File: src/rtl/uart_pkg.sv
// Shared definitions for the UART transmit scheduler: FSM state encoding,
// data width and the default write-timeout length.
// Optional feature macro used by the scheduler: UART_TX_SCHED_TIMEOUT_EN.
package uart_pkg;

    localparam logic [1:0] S_IDLE      = 2'd0;
    localparam logic [1:0] S_WRITE     = 2'd1;
    localparam logic [1:0] S_WAIT_DONE = 2'd2;

    localparam int UART_DW        = 8;
    localparam int WR_TIMEOUT_DEF = 1023;

    typedef enum logic [1:0] {
        ST_IDLE      = S_IDLE,
        ST_WRITE     = S_WRITE,
        ST_WAIT_DONE = S_WAIT_DONE
    } sched_state_t;

endpackage

File: src/rtl/uart_tx_scheduler_if.sv
// Bus between the byte producers / UART and the transmit scheduler.
//
// Handshake: req[i] acts as "valid" for byte req_data[8i+7:8i]; the producer
// holds both stable until ack[i] pulses for one cycle, which is the single
// "accepted" event (there is no separate ready level). On the UART side,
// Tx_WR is held high until Tx_BUSY is sampled high, which is the UART's
// acceptance of Tx_DATA.
interface uart_tx_scheduler_if
    import uart_pkg::*;
#(
    parameter int NUM_REQ = 2
) ();

    logic                     sched_en;
    logic [NUM_REQ-1:0]       req;
    logic [NUM_REQ*UART_DW-1:0] req_data;
    logic [NUM_REQ-1:0]       ack;
    logic [2:0]               grant_id;
    logic                     sched_busy;
    logic                     Tx_BUSY;
    logic                     Tx_EN;
    logic                     Tx_WR;
    logic [UART_DW-1:0]       Tx_DATA;
    logic                     tx_timeout;

    // Producers plus UART status: drive the scheduler's inputs.
    modport master (
        output sched_en, req, req_data, Tx_BUSY,
        input  ack, grant_id, sched_busy, Tx_EN, Tx_WR, Tx_DATA, tx_timeout
    );

    // The scheduler itself.
    modport slave (
        input  sched_en, req, req_data, Tx_BUSY,
        output ack, grant_id, sched_busy, Tx_EN, Tx_WR, Tx_DATA, tx_timeout
    );

endinterface

File: src/rtl/rr_arbiter.sv
// Combinational round-robin arbiter: searches upward from ptr_i with
// wrap-around and returns the first set request as one-hot and as an index.
// ptr_i is expected to be below NUM_REQ.
module rr_arbiter #(
    parameter int NUM_REQ = 2
) (
    input  logic [NUM_REQ-1:0] req_i,
    input  logic [2:0]         ptr_i,
    output logic [NUM_REQ-1:0] gnt_oh_o,
    output logic [2:0]         gnt_idx_o,
    output logic               gnt_valid_o
);

    logic [3:0] pos_w;
    logic       found;

    // Walk offsets 0..NUM_REQ-1 from the pointer; the first hit wins.
    always_comb begin
        gnt_oh_o  = '0;
        gnt_idx_o = '0;
        found     = 1'b0;
        pos_w     = '0;
        for (int i = 0; i < NUM_REQ; i++) begin
            pos_w = {1'b0, ptr_i} + 4'(i);
            if (pos_w >= 4'(NUM_REQ)) begin
                pos_w = pos_w - 4'(NUM_REQ);
            end
            for (int j = 0; j < NUM_REQ; j++) begin
                if (!found && (pos_w == 4'(j)) && req_i[j]) begin
                    found       = 1'b1;
                    gnt_oh_o[j] = 1'b1;
                    gnt_idx_o   = 3'(j);
                end
            end
        end
        gnt_valid_o = found;
    end

endmodule

File: src/rtl/uart_tx_scheduler.sv
// Round-robin scheduler sharing one UART transmitter among NUM_REQ byte
// producers. One byte in flight at a time: grant -> Tx_WR until the UART
// raises Tx_BUSY -> ack the producer -> wait for Tx_BUSY to fall.
// Optional macro UART_TX_SCHED_TIMEOUT_EN: abort a write whose Tx_BUSY never
// rises within WR_TIMEOUT cycles (tx_timeout pulse, no ack, same requester
// retried first). Without it, WRITE waits indefinitely and tx_timeout is 0.
module uart_tx_scheduler
    import uart_pkg::*;
#(
    parameter int NUM_REQ    = 2,
    parameter int WR_TIMEOUT = WR_TIMEOUT_DEF
) (
    input  logic                clk,
    input  logic                reset,
    uart_tx_scheduler_if.slave  bus,
    output logic [1:0]          dbg_state_o
);

    sched_state_t         state_q;
    logic [NUM_REQ-1:0]   ack_q;
    logic [NUM_REQ-1:0]   ack_d;
    logic [2:0]           grant_id_q;
    logic [2:0]           rr_ptr_q;
    logic [2:0]           rr_ptr_d;
    logic                 sched_busy_q;
    logic                 tx_en_q;
    logic                 tx_wr_q;
    logic [UART_DW-1:0]   tx_data_q;
    logic [UART_DW-1:0]   tx_data_d;

    logic [NUM_REQ-1:0]   gnt_oh;
    logic [2:0]           gnt_idx;
    logic                 gnt_valid;
    logic                 grant_ok;

`ifdef UART_TX_SCHED_TIMEOUT_EN
    localparam logic [9:0] TO_LAST = 10'(WR_TIMEOUT - 1);
    logic [9:0]           to_cnt_q;
    logic                 tx_timeout_q;
`else
    logic                 unused_timeout_cfg;
    assign unused_timeout_cfg = ^10'(WR_TIMEOUT);
`endif

    rr_arbiter #(
        .NUM_REQ (NUM_REQ)
    ) u_arb (
        .req_i       (bus.req),
        .ptr_i       (rr_ptr_q),
        .gnt_oh_o    (gnt_oh),
        .gnt_idx_o   (gnt_idx),
        .gnt_valid_o (gnt_valid)
    );

    // Select the winning requester's byte for latching into Tx_DATA.
    always_comb begin
        tx_data_d = '0;
        for (int i = 0; i < NUM_REQ; i++) begin
            if (gnt_oh[i]) begin
                tx_data_d = bus.req_data[i*UART_DW +: UART_DW];
            end
        end
    end

    // Ack vector for the granted requester and the pointer just past it.
    always_comb begin
        ack_d = '0;
        for (int i = 0; i < NUM_REQ; i++) begin
            ack_d[i] = (grant_id_q == 3'(i));
        end
        rr_ptr_d = (grant_id_q == 3'(NUM_REQ - 1)) ? 3'd0 : grant_id_q + 3'd1;
    end

    // A grant needs the scheduler enabled, the UART enabled and idle, and a request.
    assign grant_ok = bus.sched_en & tx_en_q & ~bus.Tx_BUSY & gnt_valid;

    // Scheduler FSM with all outputs registered.
    always_ff @(posedge clk) begin
        if (reset) begin
            state_q      <= ST_IDLE;
            ack_q        <= '0;
            grant_id_q   <= '0;
            rr_ptr_q     <= '0;
            sched_busy_q <= 1'b0;
            tx_en_q      <= 1'b0;
            tx_wr_q      <= 1'b0;
            tx_data_q    <= '0;
`ifdef UART_TX_SCHED_TIMEOUT_EN
            to_cnt_q     <= '0;
            tx_timeout_q <= 1'b0;
`endif
        end else begin
            ack_q <= '0;
`ifdef UART_TX_SCHED_TIMEOUT_EN
            tx_timeout_q <= 1'b0;
`endif
            case (state_q)
                ST_IDLE: begin
                    // Tx_EN only follows sched_en here, so a transfer is never cut off.
                    tx_en_q <= bus.sched_en;
                    if (grant_ok) begin
                        tx_data_q    <= tx_data_d;
                        grant_id_q   <= gnt_idx;
                        tx_wr_q      <= 1'b1;
                        sched_busy_q <= 1'b1;
                        state_q      <= ST_WRITE;
`ifdef UART_TX_SCHED_TIMEOUT_EN
                        to_cnt_q     <= '0;
`endif
                    end
                end
                ST_WRITE: begin
                    if (bus.Tx_BUSY) begin
                        tx_wr_q  <= 1'b0;
                        ack_q    <= ack_d;
                        rr_ptr_q <= rr_ptr_d;
                        state_q  <= ST_WAIT_DONE;
                    end
`ifdef UART_TX_SCHED_TIMEOUT_EN
                    else if (to_cnt_q == TO_LAST) begin
                        // Abort: rr_ptr stays put so this requester goes first again.
                        tx_wr_q      <= 1'b0;
                        tx_timeout_q <= 1'b1;
                        sched_busy_q <= 1'b0;
                        state_q      <= ST_IDLE;
                    end else begin
                        to_cnt_q <= to_cnt_q + 10'd1;
                    end
`endif
                end
                ST_WAIT_DONE: begin
                    if (!bus.Tx_BUSY) begin
                        sched_busy_q <= 1'b0;
                        state_q      <= ST_IDLE;
                    end
                end
                default: begin
                    state_q <= ST_IDLE;
                end
            endcase
        end
    end

    assign bus.ack        = ack_q;
    assign bus.grant_id   = grant_id_q;
    assign bus.sched_busy = sched_busy_q;
    assign bus.Tx_EN      = tx_en_q;
    assign bus.Tx_WR      = tx_wr_q;
    assign bus.Tx_DATA    = tx_data_q;
`ifdef UART_TX_SCHED_TIMEOUT_EN
    assign bus.tx_timeout = tx_timeout_q;
`else
    assign bus.tx_timeout = 1'b0;
`endif
    assign dbg_state_o    = state_q;

endmodule
File: src/flat_wrapper.sv
// flat-port wrapper written by rule: the top's interface ports become plain ports
module uart_tx_scheduler_flat import uart_pkg::*;
#(
    parameter int NUM_REQ    = 2,
    parameter int WR_TIMEOUT = WR_TIMEOUT_DEF
)
  (clk, reset, dbg_state_o, bus_sched_en, bus_req, bus_req_data, bus_Tx_BUSY, bus_ack, bus_grant_id, bus_sched_busy, bus_Tx_EN, bus_Tx_WR, bus_Tx_DATA, bus_tx_timeout);
  uart_tx_scheduler_if #(.NUM_REQ(NUM_REQ)) bus_i ();
  input  logic clk;
  input  logic reset;
  output logic [1:0] dbg_state_o;
  input wire logic [$bits(bus_i.sched_en)-1:0] bus_sched_en;
  input wire logic [$bits(bus_i.req)-1:0] bus_req;
  input wire logic [$bits(bus_i.req_data)-1:0] bus_req_data;
  input wire logic [$bits(bus_i.Tx_BUSY)-1:0] bus_Tx_BUSY;
  output wire logic [$bits(bus_i.ack)-1:0] bus_ack;
  output wire logic [$bits(bus_i.grant_id)-1:0] bus_grant_id;
  output wire logic [$bits(bus_i.sched_busy)-1:0] bus_sched_busy;
  output wire logic [$bits(bus_i.Tx_EN)-1:0] bus_Tx_EN;
  output wire logic [$bits(bus_i.Tx_WR)-1:0] bus_Tx_WR;
  output wire logic [$bits(bus_i.Tx_DATA)-1:0] bus_Tx_DATA;
  output wire logic [$bits(bus_i.tx_timeout)-1:0] bus_tx_timeout;
  assign bus_i.sched_en = bus_sched_en;
  assign bus_i.req = bus_req;
  assign bus_i.req_data = bus_req_data;
  assign bus_i.Tx_BUSY = bus_Tx_BUSY;
  assign bus_ack = bus_i.ack;
  assign bus_grant_id = bus_i.grant_id;
  assign bus_sched_busy = bus_i.sched_busy;
  assign bus_Tx_EN = bus_i.Tx_EN;
  assign bus_Tx_WR = bus_i.Tx_WR;
  assign bus_Tx_DATA = bus_i.Tx_DATA;
  assign bus_tx_timeout = bus_i.tx_timeout;
  uart_tx_scheduler #(.NUM_REQ(NUM_REQ), .WR_TIMEOUT(WR_TIMEOUT)) u_core (.clk(clk), .reset(reset), .bus(bus_i), .dbg_state_o(dbg_state_o));
endmodule
File: config.mk
export PLATFORM = sky130hd
export DESIGN_NAME = uart_tx_scheduler_flat
export DESIGN_NICKNAME = d
export VERILOG_FILES = /design/src/rtl/uart_pkg.sv /design/src/rtl/uart_tx_scheduler_if.sv /design/src/rtl/rr_arbiter.sv /design/src/rtl/uart_tx_scheduler.sv /design/src/flat_wrapper.sv
export SDC_FILE = /design/constraint.sdc
export NUM_CORES = 1
export LEC_CHECK = 0
export BUFFER_PORTS_ARGS = -buffer_cell sky130_fd_sc_hd__buf_2
export CAP_MARGIN = 10
export CORE_MARGIN = 2
export CORE_UTILIZATION = 29
export CTS_CLUSTER_DIAMETER = 40
export DETAILED_ROUTE_END_ITERATION = 16
export GPL_TIMING_DRIVEN = 1
export PLACE_DENSITY = 0.55
export RECOVER_POWER = 25
export SLEW_MARGIN = 20
export SYNTH_ARGS = -nofsm -noshare
export SYNTH_HDL_FRONTEND = slang
export SYNTH_SLANG_ARGS = --single-unit
export TNS_END_PERCENT = 100
File: constraint.sdc
create_clock -name clk -period 1.7 [get_ports clk]
set_input_delay 0.34 -clock clk [delete_from_list [all_inputs] [get_ports clk]]
set_output_delay 0.34 -clock clk [all_outputs]
set_load 0.01 [all_outputs]
==> run metrics <==
status=complete, no violations; Placed Instance Area=988.4 µm²; Die H=57.00 µm; final core utilization=37.21%; fmax=0.7190 GHz; LEAKAGE=0.3931 nW; Clock Latency Late Sink=0.28 ns; Via Count=742; total grt overflow=0; share of synthesized registers carrying an async set or reset=0%; post-route cell area=0.001008 mm²; Syn Inst Count=81; Final Setup Violations=0; first-pass GRT wire length=3305 µm; Tcrit/Tclk final=81.81%; Post-DRT Antenna Nets=0; clock-pin transition on the worst setup and hold timing paths=0.10 ns; Clock Tree Buf Depth=2; Hold Path Class=in -> reg; minimum clock period=1.391 ns; clk root buf=clkbuf_4; # diodes=0; Syn Area/Cell=10.06 µm²; largest net degree at the start of global routing=18; drt total wl=1941 µm; area grow syn2layout=23.81%; Post-synth top cells=dfxtp_1, a21oi_1, a211oi_2, a32oi_1, buf_4; Wirelength per Cell=13.29 µm; Synth Cell Area=814.5 µm²; Hold-fix buffers, CTS=0; number of synthesized register bits=17; Post-synth EDFFs=0; H-Tree Depth=1; postcts setup bufs=0; RSZ-0062 raised after global routing=no; peak supply drop=0.0003991 V; Total Routing Usage GR=12.91%; pre-CTS setup slack=0.2849 ns; CP startpoint kind=register; post-synthesis sequential area ratio=41.78%; count leader, synth=dfxtp_1; vias per cell=5.082; Placeable Area=0.002710 mm²; Synth area leaders=dfxtp_1, a211oi_2, a21oi_1, a32oi_1, buf_4; Clock Skew=0.002200 ns; fin worst setup slack=0.3092 ns; clock sinks=17; layout cells sized above 1=43.48%; CP Capture Type=register; vias in the first global route=725; CP required=1.86 ns; Final nets=138; area share of the largest cell type after synthesis=41.78%; drt pass-1 iters=4; Setup TNS=0 ns; CP Max Fanout=8; YS warnings=0; Synth Flop Type=dfxtp_1; CTS tree=yes; Initial Utilization=30.06%; Rows=19; residual DRC count=0; IO Count=41; CTS Buf Count=3; Slew Limit Fails=0; Yosys cell types=27; post-cts resize count=0; die area=0.003248 mm²; post-synth top area cell=dfxtp_1; starting DRC count in detailed routing=15; initial antenna violation count=0; Post-DP HPWL=1383 µm; final hold vios=0; WS Path Type=reg -> reg; die width=57.00 µm; I/O Buffers=37; Max Cap Viol=0; WP data arrival=1.55 ns; RD Place Congestion=0.7028; pwr dens=737.7 mW/mm²
-- layout make-up --
| class | count | area [µm²] |
|---|---|---|
| flip-flops and latches | 17 | 340.3 |
| clock buffers | 4 | 26.28 |
| multi-input cells | 55 | 409.1 |
| well taps | 31 | 38.79 |
| fillers | 306 | 1702 |
| repair buffers | 39 | 193.9 |
-- cells in the final DEF, fill, tap and decap left out, types with 2 or more instances in the layout --
cell type | synthesis | layout
a211oi_2 | 8 | 8
a21oi_1 | 14 | 14
a32oi_1 | 8 | 8
buf_2 | 1 | 32
buf_4 | 5 | 2
clkbuf_1 | 2 | 6
clkbuf_4 | 1 | 3
conb_1 | 1 | 3
dfxtp_1 | 17 | 17
nand2_1 | 4 | 4
nand2b_1 | 2 | 2
nor3b_1 | 2 | 2
o21ai_0 | 2 | 2
-- per-layer routing --
metal	track usage (%)	vias up	part of all wire, %
li1	-	370	-
met1	16.22	352	46
met2	21.18	18	48
met3	3.401	2	5.4
met4	4.983	0	0.67
met5	0	-	0
-- through the flow --
step | hold WS [ns] | power [W] | instances
finish | 0.3200 | 0.0007439 | 146
CTS | 0.3090 | 0.0007572 | 146
global route | 0.3208 | 0.0007861 | 146
detailed placement | 0.4529 | 0.0005398 | 142
floorplan | 0.4470 | 0.0004993 | 83
global placement | 0.4485 | 0.0005375 | 142
-- path summary, 6_finish.rpt --
check                                                         from                                 end  slack, ns  cells past startpoint
worst max register to register  u_core.dbg_state_o[0]$_SDFFE_PP0P_  u_core.bus.Tx_DATA[2]$_SDFFE_PP0P_       0.31                      3
worst max-delay path            u_core.dbg_state_o[0]$_SDFFE_PP0P_  u_core.bus.Tx_DATA[2]$_SDFFE_PP0P_       0.31                      3
worst min-delay path                                  bus_sched_en       u_core.bus.Tx_EN$_SDFFE_PP0N_       0.32                      3
worst min register to register       u_core.bus.Tx_WR$_SDFFE_PP0P_       u_core.bus.Tx_WR$_SDFFE_PP0P_       0.46                      2
-- logic make-up (layout without fill, tap and decap cells) --
group	count (synthesis)	count (layout)	share of synthesized area, %
AO/OA/AOI/OAI	35	35	34.26
other	1	3	0.4604
flip-flops	17	17	41.78
XOR/XNOR	1	1	1.075
AND/OR/NAND/NOR	16	16	13.52
buffers and inverters	11	43	8.909
-- registers in the layout (all words and copies together) (netlist names) --
signal	flops
u_core.bus.sched_busy	1
u_core.bus.Tx_WR	1
u_core.dbg_state_o	2
u_core.bus.Tx_DATA	8
u_core.bus.Tx_EN	1
u_core.bus.ack	2
u_core.rr_ptr_q	1
u_core.bus.grant_id	1
-- worst max-delay path, cell delays in order (launching register included) --
cell and delay (ns):
dfxtp_1 0.41, nor4b_4 0.30, and2_1 0.42, a211oi_2 0.12
-- report_power, final --
| part | total [W] | switching [W] | internal (W) |
|---|---|---|---|
| Sequential | 0.000416 | 0.00000711 | 0.000408 |
| Combinational | 0.000114 | 0.0000658 | 0.0000487 |
| Clock | 0.000214 | 0.000123 | 0.0000910 |
| Total | 0.000744 | 0.000196 | 0.000548 |
Note: power is estimated with default switching activity, not from simulation.
